==> src/rtl/output_collector.sv <==
// Output collector: captures convolution results into a small FIFO, requantizes
// them by shift-and-saturate, and writes one frame row-major over a ready/valid port.
module output_collector #(
    parameter int OUT_BIN_LEN   = 16,
    parameter int BIN_LEN       = 8,
    parameter int INPUT_WIDTH   = 8,
    parameter int INPUT_HEIGHT  = 8,
    parameter int KERNEL_WIDTH  = 3,
    parameter int KERNEL_HEIGHT = 3,
    parameter int SHIFT         = 0,
    parameter int FIFO_DEPTH    = 4,
    parameter int ADDR_W        = 6
) (
    input  logic                   clock,
    input  logic                   reset_n,
    input  logic                   start,
    input  logic [OUT_BIN_LEN-1:0] in_val,
    input  logic                   in_valid,
    output logic                   wr_en,
    output logic [ADDR_W-1:0]      wr_addr,
    output logic [BIN_LEN-1:0]     wr_data,
    input  logic                   wr_ready,
    output logic                   overflow,
    output logic                   frame_done
);

    localparam int OUT_W = INPUT_WIDTH - KERNEL_WIDTH + 1;
    localparam int OUT_H = INPUT_HEIGHT - KERNEL_HEIGHT + 1;
    localparam int TOTAL = OUT_W * OUT_H;
    localparam int PTR_W = $clog2(FIFO_DEPTH);
    localparam int CNT_W = $clog2(TOTAL + 1);
    localparam logic [OUT_BIN_LEN-1:0] MAX_Q = OUT_BIN_LEN'((1 << BIN_LEN) - 1);

    typedef enum logic [1:0] {IDLE, RUN, DRAIN, DONE} state_t;

    state_t                 state, state_next;
    logic [OUT_BIN_LEN-1:0] fifo_mem [FIFO_DEPTH];
    logic [PTR_W-1:0]       rd_ptr, wr_ptr;
    logic [PTR_W:0]         fifo_cnt;
    logic [CNT_W-1:0]       acc_cnt;
    logic [ADDR_W-1:0]      load_idx;

    logic                   fifo_empty, fifo_full, out_free, pop, capture, push, drop, start_ok;
    logic [OUT_BIN_LEN-1:0] shifted;
    logic [BIN_LEN-1:0]     q_sat;

    assign fifo_empty = (fifo_cnt == '0);
    assign fifo_full  = (fifo_cnt == (PTR_W+1)'(FIFO_DEPTH));
    // The output register can take a new value when empty or when its write is accepted.
    assign out_free   = !wr_en || wr_ready;
    assign pop        = out_free && !fifo_empty;
    assign capture    = (state == RUN) && in_valid;
    assign push       = capture && (!fifo_full || pop);
    assign drop       = capture && fifo_full && !pop;
    assign start_ok   = start && ((state == IDLE) || (state == DONE));

    assign shifted = fifo_mem[rd_ptr] >> SHIFT;
    assign q_sat   = (shifted > MAX_Q) ? '1 : shifted[BIN_LEN-1:0];

    always_comb begin
        // NOTE: next-state defaults to the current state so no path leaves it unassigned (no latch).
        state_next = state;
        case (state)
            IDLE, DONE: if (start) state_next = RUN;
            RUN:        if (capture && acc_cnt == CNT_W'(TOTAL - 1)) state_next = DRAIN;
            DRAIN:      if (fifo_empty && out_free) state_next = DONE;
            default:    state_next = IDLE;
        endcase
    end

    // NOTE: FIFO storage has no reset; occupancy is tracked by the reset counters, so stale data is never read.
    always_ff @(posedge clock) begin
        if (push) fifo_mem[wr_ptr] <= in_val;
    end

    always_ff @(posedge clock or negedge reset_n) begin
        if (!reset_n) begin
            state      <= IDLE;
            rd_ptr     <= '0;
            wr_ptr     <= '0;
            fifo_cnt   <= '0;
            acc_cnt    <= '0;
            load_idx   <= '0;
            wr_en      <= 1'b0;
            wr_addr    <= '0;
            wr_data    <= '0;
            overflow   <= 1'b0;
            frame_done <= 1'b0;
        end else begin
            state <= state_next;
            if (start_ok) begin
                rd_ptr     <= '0;
                wr_ptr     <= '0;
                fifo_cnt   <= '0;
                acc_cnt    <= '0;
                load_idx   <= '0;
                wr_en      <= 1'b0;
                wr_addr    <= '0;
                wr_data    <= '0;
                overflow   <= 1'b0;
                frame_done <= 1'b0;
            end else begin
                if (push) wr_ptr <= wr_ptr + PTR_W'(1);
                if (pop)  rd_ptr <= rd_ptr + PTR_W'(1);
                case ({push, pop})
                    2'b10:   fifo_cnt <= fifo_cnt + (PTR_W+1)'(1);
                    2'b01:   fifo_cnt <= fifo_cnt - (PTR_W+1)'(1);
                    default: fifo_cnt <= fifo_cnt;
                endcase
                // Dropped samples still count toward the frame total.
                if (capture) acc_cnt <= acc_cnt + CNT_W'(1);
                if (drop) overflow <= 1'b1;
                if (state == DRAIN && state_next == DONE) frame_done <= 1'b1;
                if (out_free) begin
                    wr_en <= pop;
                    if (pop) begin
                        wr_data  <= q_sat;
                        wr_addr  <= load_idx;
                        load_idx <= load_idx + ADDR_W'(1);
                    end
                end
            end
        end
    end

endmodule

==> config.mk <==
export PLATFORM = sky130hd
export DESIGN_NAME = output_collector
export DESIGN_NICKNAME = d
export VERILOG_FILES = /design/src/rtl/output_collector.sv
export SDC_FILE = /design/constraint.sdc
export NUM_CORES = 1
export LEC_CHECK = 0
export BUFFER_PORTS_ARGS = -buffer_cell sky130_fd_sc_hd__clkbuf_2
export CORE_MARGIN = 1
export CORE_UTILIZATION = 30
export DETAILED_ROUTE_END_ITERATION = 8
export PLACE_DENSITY = 0.51
export SYNTH_ARGS = -nofsm -noshare
export SYNTH_HDL_FRONTEND = slang
export SYNTH_SLANG_ARGS = --single-unit
==> constraint.sdc <==
create_clock -name clock -period 2.4 [get_ports clock]
set_input_delay 0 -clock clock [delete_from_list [all_inputs] [get_ports clock]]
set_output_delay 0 -clock clock [all_outputs]
set_load 0.01 [all_outputs]
# Word-level counts from Yosys, hierarchy flattened
# Memory sizes are Yosys's and may differ from the RTL's.
# Index checks and enable logic that the tools add are counted.
# totals
ff_bits,38
mem_bits_rw,64
input_bits,21
word_cells,84
mem_count,1
# memory_table
name,depth,width,rd,rd_ports_with_merged_regs,write_ports,line,rtl
fifo_mem,4,16,1,0,1,37,logic [OUT_BIN_LEN-1:0] fifo_mem [FIFO_DEPTH];
# op_classes
n_addsub,6
n_lt_le_gt_ge,1
n_eq_ne,8
mux,30
reduce_logical,27
# op_table
cell,n
2-to-1 mux 6 bit,8
2-to-1 mux 8 bit,4
"greater-than comparator 16 x 8 -> 1 bit, second input constant",1
2-to-1 mux 2 bit,7
"adder 6 x 1 -> 6 bit, second input constant",2
nonzero test 2 bit,6
logical AND 1 bit,9
"equality test 2 bit, second input constant",4
2-to-1 mux 1 bit,8
"equality test 6 bit, second input constant",1
one-hot mux 2 bit (3 select lines),1
one-hot mux 3 bit (2 select lines),1
"adder 2 x 1 -> 2 bit, second input constant",2
"equality test 2 x 1 -> 1 bit, second input constant",2
zero test 1 bit,4
"adder 3 x 1 -> 3 bit, second input constant",1
"equality test 3 bit, second input constant",1
zero test 3 bit,1
logical OR 1 bit,3
2-to-1 mux 3 bit,1
nonzero test 3 bit,1
"subtractor 3 x 1 -> 3 bit, second input constant",1
zero test 2 bit,1
AND reduction 2 bit,1
OR reduction 2 bit,1

# Depth between registers and ports, before layout
# Gate-level depths: netlist of run 1.
# logic_depth
depth_word,9
depth_mapped,8

# Least setup slack after synthesis of run 1
# No wires, ideal clock.
# synth_path
path_type,reg-to-reg
start,reg state[1]
end,mem fifo_mem[0][0] (enable)
arrival_ps,1550
slack_ps,476
stages_incl_launch_ff,6
path_buffers,0
period_less_slack_ps,1924
path_cell_list,dfrtp_1 inv_1 ha_1 nand2_1 a21oi_1 and2_1
# synth_via
elab_chain_len,5
# synth_lines
element,line,rtl
from (decl),36,"state_t state, state_next;"
from (signal assigned),90,state <= state_next;
equality test 2 x 1 -> 1 bit,52,assign capture = (state == RUN) && in_valid;
logical AND 1 bit,52,
logical AND 1 bit,53,assign push = capture && (!fifo_full || pop);
2-to-1 mux 1 bit,73,if (push) fifo_mem[wr_ptr] <= in_val;
2-to-1 mux 1 bit (not written as such),73,
to (decl),37,
# No other way between the ends.

# Worst setup path after layout of run 1
# layout_path
start,reg state[0]
end,reg fifo_cnt[2]
# layout_via
elab_chain_len,6
# layout_lines
element,line,rtl
equality test 2 x 1 -> 1 bit,52,
logical AND 1 bit,52,
logical AND 1 bit,53,
equality test 2 x 1 -> 1 bit or equality test 2 bit (tied branches),105,"case ({push, pop})"
one-hot mux 3 bit (2 select lines),105,
2-to-1 mux 3 bit,91,if (start_ok) begin
to (signal assigned),106,2'b10: fifo_cnt <= fifo_cnt + (PTR_W+1)'(1);
to (signal assigned),107,2'b01: fifo_cnt <= fifo_cnt - (PTR_W+1)'(1);
to (signal assigned),108,default: fifo_cnt <= fifo_cnt;
to (decl),39,logic [PTR_W:0] fifo_cnt;
# Several ways; a longest one is shown, not always the timed one.
# A chain may end at the register's enable or synchronous reset.

==> results.md, run 1 <==
- Mapped Nets: approximately 300
- Drt total wl: approximately 8 mm
- FF+latch count, synth: ~100
- Die Y-Extent: 119 um
- Critical setup path kind: flop to flop
- Max_cap viols: 0
- Antenna violations before repair: 0
- Crit-path cells: ha_1, and2_1, nor3_2, fa_1, mux2i_1, mux2i_1
- Die width: around 120 um
- Leak Pwr: roughly 2.0 nW
- Share of layout cells above drive strength 1: 22.2%
- Ys Warns: 0
- CP endpoint: fifo_cnt[2]
- Count of pins over their slew limit: 0
- Power per cell area: 1130 nW/um^2
- Largest fanout on the critical path: 10
- Die area: 14200 um^2
- R2R Setup Slk: approximately 0.32 ns
- Reg2reg start: state[0]
- Netlist Area Pre-Place: between 4000 and 5000 um^2
- Fillcell total: between 1000 and 1500
- RSZ-0062 raised after global routing: no
- Clk slew on worst S/H paths: about 0.07 ns
- Net count, final: roughly 380
- Final setup fails: 0
- H-tree depth: 3
- Post-synthesis async set-or-reset flop share: a little under two fifths
- Period minus WS final: roughly 2.1 ns
- Critical Path RT: between 2 and 3 ns
- Clk_lat worst skew: approximately 0.35 ns
- WHS: 0.0722 ns
- Synth Area per Inst: roughly 15 um^2
- Row count: between 40 and 50
- Cell with the largest stage delay on the worst path: dfrtp_1
- Number of synthesized flops with an enable pin: 64
- DRC viols: 0
- Initial core utilization: a little under a third
- Primary FF master, synth: edfxtp_1
- Cells after Synth: between 200 and 300
- Clock Path Buffers: 2
- Hold/Removal Path Class: primary input to flop
- Worst reg2reg path depth: 6
- WP depth: 6
- Clk_skew: 0.00728 ns
- Commonest non-fill, non-tap cell in the layout: edfxtp_1
- Area growth, synth to finish: 23.5%
- Most frequent cells in the layout: edfxtp_1 (64), dfrtp_1 (38), clkbuf_2 (37)
- Total track usage: roughly an eighth
- Clk sinks: between 100 and 150
- Bufs and invs on worst path: 0
- WP data arrival: 2.36 ns
- Least-Margin Pin Slew: approximately 0.97 ns
- TritonCTS clock tree: built
- Final Wtd Congestion: about 0.73
- Place WS: between 0.3 and 0.4 ns
- Initial DRT Pass Iterations: 4
- Vias in the first global route: around 2500
- Status: finished, final reports clean
- Crit end category: flop
- R2R Path End: fifo_cnt[2]
- Buffers added on ports: 37
- Drt via density: 4.62
- Distinct cells, synth: 39
- Average wire per standard cell: 15.0 um
- Total gr overflow: 0
- Post-route setup TNS: 0 ns
- Num ports: 38
- Total number of vias: about 2400
- Placed Cells: roughly 490
- Post-route insts no fill: between 500 and 600
- Antenna Nets Post-Route: 0
- Slew headroom: roughly 35%
- CP most frequent cell: mux2i_1
- Iter 0 DRT Violations: around 160
- Max Clock Freq: 480 MHz
- First-pass GRT wire length: 13.2 mm
- Fin util: a little under two fifths
- Post-DP HPWL: around 5.3 mm
- Period utilization: ~87%
- CTS root buffer: clkbuf_16
- Pin count of the biggest net entering global routing: 39
- Number of hold violations in the final report: 0
- Worst VDD drop: 0.000463 V
- Critical path origin: state[0]
- # diodes: 0
- Total CTS buffers: 9
- Core Footprint: between 10000 and 15000 um^2
- Critical path's top delay family: simple AND/OR/NAND/NOR gates
- Worst setup SP type: flop
- Sequential element share of the synthesized area: 69.7%
- PostCTS Resize Cnt: 0
- Final worst slack: between 0.3 and 0.4 ns
- Max incr delay on CP: 0.41 ns
worst register-to-register path, delay by kind of cell, from the launching register on:
kind	cells	cell delay, ns
and+or+nand+nor	2	0.68
adders and majority gates	2	0.50
muxes	2	0.41
DFF	1	0.41
metal layers:
layer	wire length, um	vias to the layer above	global-route usage [%]
li1	-	1165	-
met1	3680	1206	16.4
met2	3780	53	19.3
met3	340	11	3.45
met4	92	0	4.27
met5	0	-	0
worst min path at each step:
stage,startpoint,to,cells past startpoint
3_5_place_dp,reset_n,frame_done,1
3_3_place_gp,reset_n,frame_done,1
4_1_cts,in_valid,acc_cnt[1],4
5_1_grt,in_valid,acc_cnt[1],4
2_1_floorplan,reset_n,acc_cnt[0],0
6_report,in_valid,acc_cnt[1],4
state kept, by name, summed over array words and instances (netlist names):
signal,cells
acc_cnt,6
fifo_mem,64
wr_en,1
wr_addr,6
wr_ptr,2
fifo_cnt,3
load_idx,6
state,2
rd_ptr,2
wr_data,8
frame_done,1
overflow,1
metrics by stage:
| stage | cell area [um^2] | power (mW) |
|---|---|---|
| 2_1_floorplan | 4120 | 3.63 |
| 3_3_place_gp | 4580 | 4.15 |
| 3_5_place_dp | 4580 | 4.19 |
| 4_1_cts | 5090 | 5.82 |
| 5_1_grt | 5090 | 6.09 |
| 6_report | 5090 | 5.73 |
cell usage after synthesis, drive strengths merged, types with 2 or more instances:
library cell,instances,area [um^2]
a21oi,10,50.1
a31oi,2,12.5
and2,7,43.8
buf,6,28.8
clkbuf,4,15.0
dfrtp,38,951
edfxtp,64,1920
ha,8,100
inv,5,18.8
mux2i,11,110
mux4,8,180
nand2,25,93.8
nand2b,2,12.5
nand3,11,55.1
nand4,2,12.5
nor2,21,86.3
nor3,5,35.0
nor4,6,37.5
nor4b,5,43.8
o21ai,3,15.0
o22ai,8,50.1
xnor2,8,70.1
xor2,6,52.6
final cells by class:
cell class	instances	area (um^2)	share of cell area [%]
Sequential cell	102	2870	56.5
Multi-Input combinational cell	160	1180	23.3
Timing Repair Buffer	68	463	9.10
Clock buffer	9	225	4.43
Tap cell	176	220	4.33
Clock inverter	7	104	2.04
Inverter	5	18.8	0.369
report_power, final:
part | internal [mW] | switching [mW]
Sequential | 2.24 | 0.274
Clock | 0.932 | 0.662
Combinational | 0.746 | 0.867
Total | 3.92 | 1.80
cell families after synthesis:
group | after synthesis | synth area share (%)
adders and majority gates | 9 | 2.92
buffers and inverters | 15 | 1.52
muxes | 19 | 7.05
AOI/OAI and AO/OA | 30 | 4.77
and+or+nand+nor | 88 | 11.0
DFF | 102 | 69.7
xor gates and xnor gates | 14 | 2.98
what timing repair did:
item                                   CTS  global route
hold buffers                            18             0
buffers inserted                         0             0
endpoints found under the hold margin  103             0
No activity file was read; power rests on OpenSTA's default activity.
==> inputs of run 2 (changes only) <==
--- a/config.mk
+++ b/config.mk
@@ -6,6 +6,7 @@
 export NUM_CORES = 1
 export LEC_CHECK = 0
 export BUFFER_PORTS_ARGS = -buffer_cell sky130_fd_sc_hd__clkbuf_2
+export CORE_ASPECT_RATIO = 1.1
 export CORE_MARGIN = 1
 export CORE_UTILIZATION = 30
 export DETAILED_ROUTE_END_ITERATION = 8
==> run 2 against run 1 <==
Net effect: first-iteration DRC count fell by 28%; clock skew barely moved; combinational power fell by 4%; register-to-register slack improved by 0.02 ns; fmax rose by 1.1%; hold slack got worse by 0.0098 ns; global-route usage fell by 0.33 points; critical path depth rose by 1; core utilization fell by 0.54 points; design area fell by 1.2%; via count fell by 1.8%; clock-buffer cell count did not move; critical path type unchanged.
==> results.md, run 2 (synthesis results as in run 1) <==
- Status: finished, final reports clean (unchanged)
- Clk sinks: 102 (unchanged)
- Die width: 114 um (was 119 um)
- # diodes: 0 (unchanged)
- Commonest non-fill, non-tap cell in the layout: edfxtp_1 (unchanged)
- Critical setup path kind: flop to flop (unchanged)
- Clk_skew: 0.00737 ns (was 0.00728 ns)
- Total gr overflow: 0 (unchanged)
- Count of pins over their slew limit: 0 (unchanged)
- Hold/Removal Path Class: primary input to flop (unchanged)
- Period minus WS final: 2.06 ns (was 2.08 ns)
- Initial DRT Pass Iterations: 4 (unchanged)
- Worst setup SP type: flop (unchanged)
- Max Clock Freq: 485 MHz (was 480 MHz)
- Die area: 14200 um^2 (about the same)
- Slew headroom: 35.4% (was 35.5%)
- Least-Margin Pin Slew: 0.969 ns (was 0.968 ns)
- Initial core utilization: 30.9% (was 31.0%)
- Total track usage: 12.0% (was 12.4%)
- CTS root buffer: clkbuf_16 (unchanged)
- H-tree depth: 3 (unchanged)
- Clk slew on worst S/H paths: 0.07 ns (about the same)
- Core Footprint: 13300 um^2 (about the same)
- Row count: 44 (was 42)
- Post-route setup TNS: 0 ns (unchanged)
- DRC viols: 0 (unchanged)
- Fillcell total: 1295 (was 1256)
- Placed Area: 4570 um^2 (was 4580 um^2)
- Max reg flops: 64 (unchanged)
- Net count, final: 373 (was 376)
- Power per cell area: 1090 nW/um^2 (was 1130 nW/um^2)
- PostCTS Resize Cnt: 0 (unchanged)
- Total CTS buffers: 9 (unchanged)
- Final worst slack: 0.340 ns (was 0.316 ns)
- Leak Pwr: 1.92 nW (was 1.96 nW)
- Post-DP HPWL: 5.10 mm (was 5.34 mm)
- Biggest register: fifo_mem (unchanged)
- Drt total wl: 7.64 mm (was 7.89 mm)
- Critical Path RT: 2.67 ns (about the same)
- Final instance area: 5030 um^2 (was 5090 um^2)
- Place WS: 0.325 ns (was 0.354 ns)
- TritonCTS clock tree: built (unchanged)
- Num ports: 38 (unchanged)
- Fin util: 37.7% (was 38.3%)
- First-pass GRT wire length: 12.6 mm (was 13.2 mm)
- Postcts setup bufs: 0 (unchanged)
- Pin count of the biggest net entering global routing: 39 (unchanged)
- Most frequent cells in the layout: edfxtp_1 (64), dfrtp_1 (38), clkbuf_2 (37) (unchanged)
- Largest fanout on the critical path: 10 (unchanged)
- Die Y-Extent: 125 um (was 119 um)
- Clock Path Buffers: 2 (unchanged)
- Final setup fails: 0 (unchanged)
- Average wire per standard cell: 14.4 um (was 15.0 um)
- Drt via density: 4.49 (was 4.62)
- Antenna violations before repair: 0 (unchanged)
- Area growth, synth to finish: 22.0% (was 23.5%)
- Buffers added on ports: 37 (unchanged)
- Number of hold violations in the final report: 0 (unchanged)
- Clk_lat worst skew: 0.35 ns (about the same)
- Final Wtd Congestion: 0.766 (was 0.734)
- Period utilization: 85.8% (was 86.8%)
- Share of layout cells above drive strength 1: 21.6% (was 22.2%)
- WHS: 0.0624 ns (was 0.0722 ns)
- Largest regs: fifo_mem: 64 flops, wr_data: 8 flops (unchanged)
- Vias in the first global route: 2475 (was 2470)
- RSZ-0062 raised after global routing: no (unchanged)
- Worst VDD drop: 0.000502 V (was 0.000463 V)
- Total number of vias: 2390 (was 2435)
- Antenna Nets Post-Route: 0 (unchanged)
- Max_cap viols: 0 (unchanged)
- Crit end category: flop (unchanged)
- Iter 0 DRT Violations: 113 (was 157)
- WP data arrival: 2.33 ns (was 2.36 ns)
-- run 2: cell count changes in the layout (fill, tap and decap cells not counted), sizes merged --
cell / before / now
buf: 13 / 10
bufinv: 2 / 0
clkinv: 1 / 3
-- run 2: worst paths after layout --
| kind | from | to | slack, ns | cells after the start |
|---|---|---|---|---|
| max | state[1] | fifo_cnt[2] | 0.34 | 7 |
| min | in_valid | acc_cnt[1] | 0.06 | 4 |
| max reg2reg | state[1] | fifo_cnt[2] | 0.34 | 7 |
| min reg2reg | overflow | overflow | 0.51 | 2 |
| max in group asynchronous | reset_n | wr_addr[5] | 1.46 | 2 |
| min in group asynchronous | reset_n | wr_ptr[1] | 0.35 | 2 |
-- run 2: per-stage QoR --
stage	cells	power, mW
finish	532	5.46
global route	532	5.81
CTS	532	5.55
detailed placement	498	4.15
global placement	498	4.10
floorplan	277	3.63
-- run 2: cell type report --
| type | instances | area, um^2 | share of cell area [%] |
|---|---|---|---|
| clock buffers | 9 | 225 | 4.48 |
| clock inverters | 7 | 55.1 | 1.10 |
| inverters | 5 | 18.8 | 0.373 |
| multi-input cells | 160 | 1180 | 23.6 |
| flip-flops and latches | 102 | 2870 | 57.2 |
| well taps | 184 | 230 | 4.58 |
| repair buffers | 65 | 440 | 8.76 |
-- run 2: metal layers --
layer  track usage (%)  up-vias  wire length, um
li1                  -     1164                -
met1              14.8     1179             3540
met2              19.4       38             3730
met3              3.70        9              238
met4              5.11        0              128
met5                 0        -                0
-- run 2: where the power goes --
part | total (mW) | switching (mW) | internal [mW] | leakage, nW
clock network | 1.36 | 0.646 | 0.717 | 0.140
logic | 1.55 | 0.829 | 0.722 | 0.719
registers | 2.55 | 0.306 | 2.24 | 1.06
total | 5.46 | 1.78 | 3.68 | 1.92
-- run 2: timing repair --
item,4_1_cts,5_1_grt
hold endpoints to repair,103,0
hold buffers,18,0
setup endpoints to repair,0,0
-- run 2: critical path, stage by stage (launching register included) --
cell	delay, ns
dfrtp_1	0.39
inv_1	0.10
ha_1	0.22
and2_1	0.37
nor3_2	0.14
fa_1	0.39
mux2i_1	0.19
mux2i_1	0.20
==> inputs of run 3 (changes only) <==
==> constraint.sdc (replaced) <==
create_clock -name clock -period 2.4 [get_ports clock]
set_input_delay 0.48 -clock clock [delete_from_list [all_inputs] [get_ports clock]]
set_output_delay 0.48 -clock clock [all_outputs]
set_load 0.01 [all_outputs]
==> run 3 against run 2 <==
Net effect: fmax increased by 0.16%; die area is the same; design area is 3.5% lower; critical path type unchanged; sequential cell count stayed put; largest power group unchanged; critical endpoint unchanged.
==> results.md, run 3 (synthesis results as in run 1) <==
- Status: finished, final reports clean (unchanged)
- Cell with the largest stage delay on the worst path: dfrtp_1 (unchanged)
- Net count, final: 355 (was 373)
- Final Wtd Congestion: 0.760 (was 0.766)
- Hold_buf cts: 0 (was 18)
- Fillcell total: 1294 (was 1295)
- H-tree depth: 3 (unchanged)
- Vias in the first global route: 2451 (was 2475)
- Final setup fails: 0 (unchanged)
- Reg2reg start: state[0] (was state[1])
- Critical path origin: state[0] (was state[1])
- Post-DP HPWL: 5.16 mm (was 5.10 mm)
- Critical setup path kind: flop to flop (unchanged)
- DR WL met3: 337 um (was 238 um)
- Max Used Layer: met4 (unchanged)
- CP most frequent cell: mux2i_1 (unchanged)
- Pin count of the biggest net entering global routing: 34 (was 39)
- Max Clock Freq: 486 MHz (was 485 MHz)
- Antenna Nets Post-Route: 0 (unchanged)
- Buffers added on ports: 37 (unchanged)
- Core Footprint: 13300 um^2 (unchanged)
- Max_cap viols: 0 (unchanged)
- TritonCTS clock tree: built (unchanged)
- Die width: 114 um (unchanged)
- Critical Path RT: 2.68 ns (was 2.67 ns)
- Largest regs: fifo_mem: 64 flops, wr_data: 8 flops (unchanged)
- Area growth, synth to finish: 17.8% (was 22.0%)
- WL met2: 3.68 mm (was 3.73 mm)
- RSZ-0062 raised after global routing: no (unchanged)
- Slew headroom: 50.2% (was 35.4%)
- Clk_lat worst skew: 0.36 ns (was 0.35 ns)
- Drt total wl: 7.66 mm (was 7.64 mm)
- Power per cell area: 1120 nW/um^2 (was 1090 nW/um^2)
- Total CTS buffers: 9 (unchanged)
- Die Y-Extent: 125 um (unchanged)
- Hold/Removal Path Class: primary input to asynchronous set/reset pin (was primary input to flop)
- Initial DRT Pass Iterations: 4 (unchanged)
- Iter 0 DRT Violations: 118 (was 113)
- Clk slew on worst S/H paths: 0.07 ns (about the same)
- Least-Margin Pin Slew: 0.746 ns (was 0.969 ns)
- Clk_skew: 0.00845 ns (was 0.00737 ns)
- Largest fanout on the critical path: 10 (unchanged)
- Row count: 44 (unchanged)
- Final instance area: 4850 um^2 (was 5030 um^2)
- Crit end category: flop (unchanged)
- PostCTS Resize Cnt: 0 (unchanged)
- Postcts setup bufs: 0 (unchanged)
- Commonest non-fill, non-tap cell in the layout: edfxtp_1 (unchanged)
- Worst VDD drop: 0.000683 V (was 0.000502 V)
- Total power: 5.44 mW (was 5.46 mW)
- DRC viols: 0 (unchanged)
- Num ports: 38 (unchanged)
- Crit-path cells: ha_1, and2_1, nor3_2, fa_1, mux2i_1, mux2i_1 (was inv_1, ha_1, and2_1, nor3_2, fa_1, mux2i_1, mux2i_1)
- Drt via density: 4.55 (was 4.49)
- Average wire per standard cell: 14.9 um (was 14.4 um)
- Die area: 14200 um^2 (unchanged)
- # diodes: 0 (unchanged)
- CTS root buffer: clkbuf_16 (unchanged)
- Placed Area: 4580 um^2 (was 4570 um^2)
- Total track usage: 12.3% (was 12.0%)
- Met1 WL: 3.55 mm (was 3.54 mm)
- Initial core utilization: 30.9% (unchanged)
- First-pass GRT wire length: 13.0 mm (was 12.6 mm)
- Number of hold violations in the final report: 0 (unchanged)
- Total number of vias: 2339 (was 2390)
- Total gr overflow: 0 (unchanged)
- Biggest register: fifo_mem (unchanged)
- Period utilization: 85.7% (was 85.8%)
- WP data arrival: 2.33 ns (about the same)
- Antenna violations before repair: 0 (unchanged)
- Period minus WS final: 2.06 ns (about the same)
- R2R Setup Slk: 0.34 ns (about the same)
- Leak Pwr: 1.84 nW (was 1.92 nW)
- Worst setup SP type: flop (unchanged)
- Area of the multi-input gates: 1180 um^2 (unchanged)
- Most frequent cells in the layout: edfxtp_1 (64), dfrtp_1 (38), clkbuf_2 (37) (unchanged)
- Clk sinks: 102 (unchanged)
- Share of layout cells above drive strength 1: 22.4% (was 21.6%)
- Max incr delay on CP: 0.41 ns (was 0.39 ns)
- Max reg flops: 64 (unchanged)
- Clock Path Buffers: 2 (unchanged)
- Count of pins over their slew limit: 0 (unchanged)
- Seq. cell area: 2870 um^2 (unchanged)
- Post-route setup TNS: 0 ns (unchanged)
==> run 3: changes by cell type in the layout (fill, tap and decap cells not counted) <==
cell	delta
dlygate4sd3_1	-18
clkinvlp_4	+1
buf_12	+1
clkinv_1	+1
buf_4	-1
inv_6	-2
==> run 3: path summary, 6_finish.rpt <==
check	end	depth (start not counted)
max reg2reg	fifo_cnt[2]	6
max in group asynchronous	wr_addr[5]	2
min reg2reg	frame_done	1
min	frame_done	1
min in group clock	fifo_mem[1][6]	1
max	fifo_cnt[2]	6
==> run 3: layer usage <==
layer	vias up	track usage [%]
met5	-	0
met2	40	19.0
li1	1132	-
met3	8	4.77
met1	1159	15.5
met4	0	4.64
==> run 3: per-stage QoR <==
step	worst slack (ns)	hold WS [ns]	cells	utilization, %
detailed placement	0.351	0.422	498	34.4
CTS	0.325	0.0342	514	36.4
global route	0.162	0.0465	514	36.4
floorplan	0.476	0.184	277	-
finish	0.343	0.0326	514	36.4
global placement	0.375	0.416	498	34.4
==> run 3: power breakdown <==
group | internal (mW) | switching [mW]
Sequential | 2.24 | 0.308
Clock | 0.707 | 0.651
Combinational | 0.709 | 0.820
==> run 3: layout make-up <==
cell class / instances / share of cell area, %
inverters: 5 / 0.387
clock buffers: 9 / 4.64
well taps: 184 / 4.74
repair buffers: 47 / 5.62
flip-flops and latches: 102 / 59.2
multi-input cells: 160 / 24.4
clock inverters: 7 / 1.01
==> run 3: worst max-delay path, delay by kind of cell, from the launching register on <==
family	cells	cell delay, ns
simple gates	2	0.66
mux	2	0.41
fa+ha+maj	2	0.50
flops	1	0.41
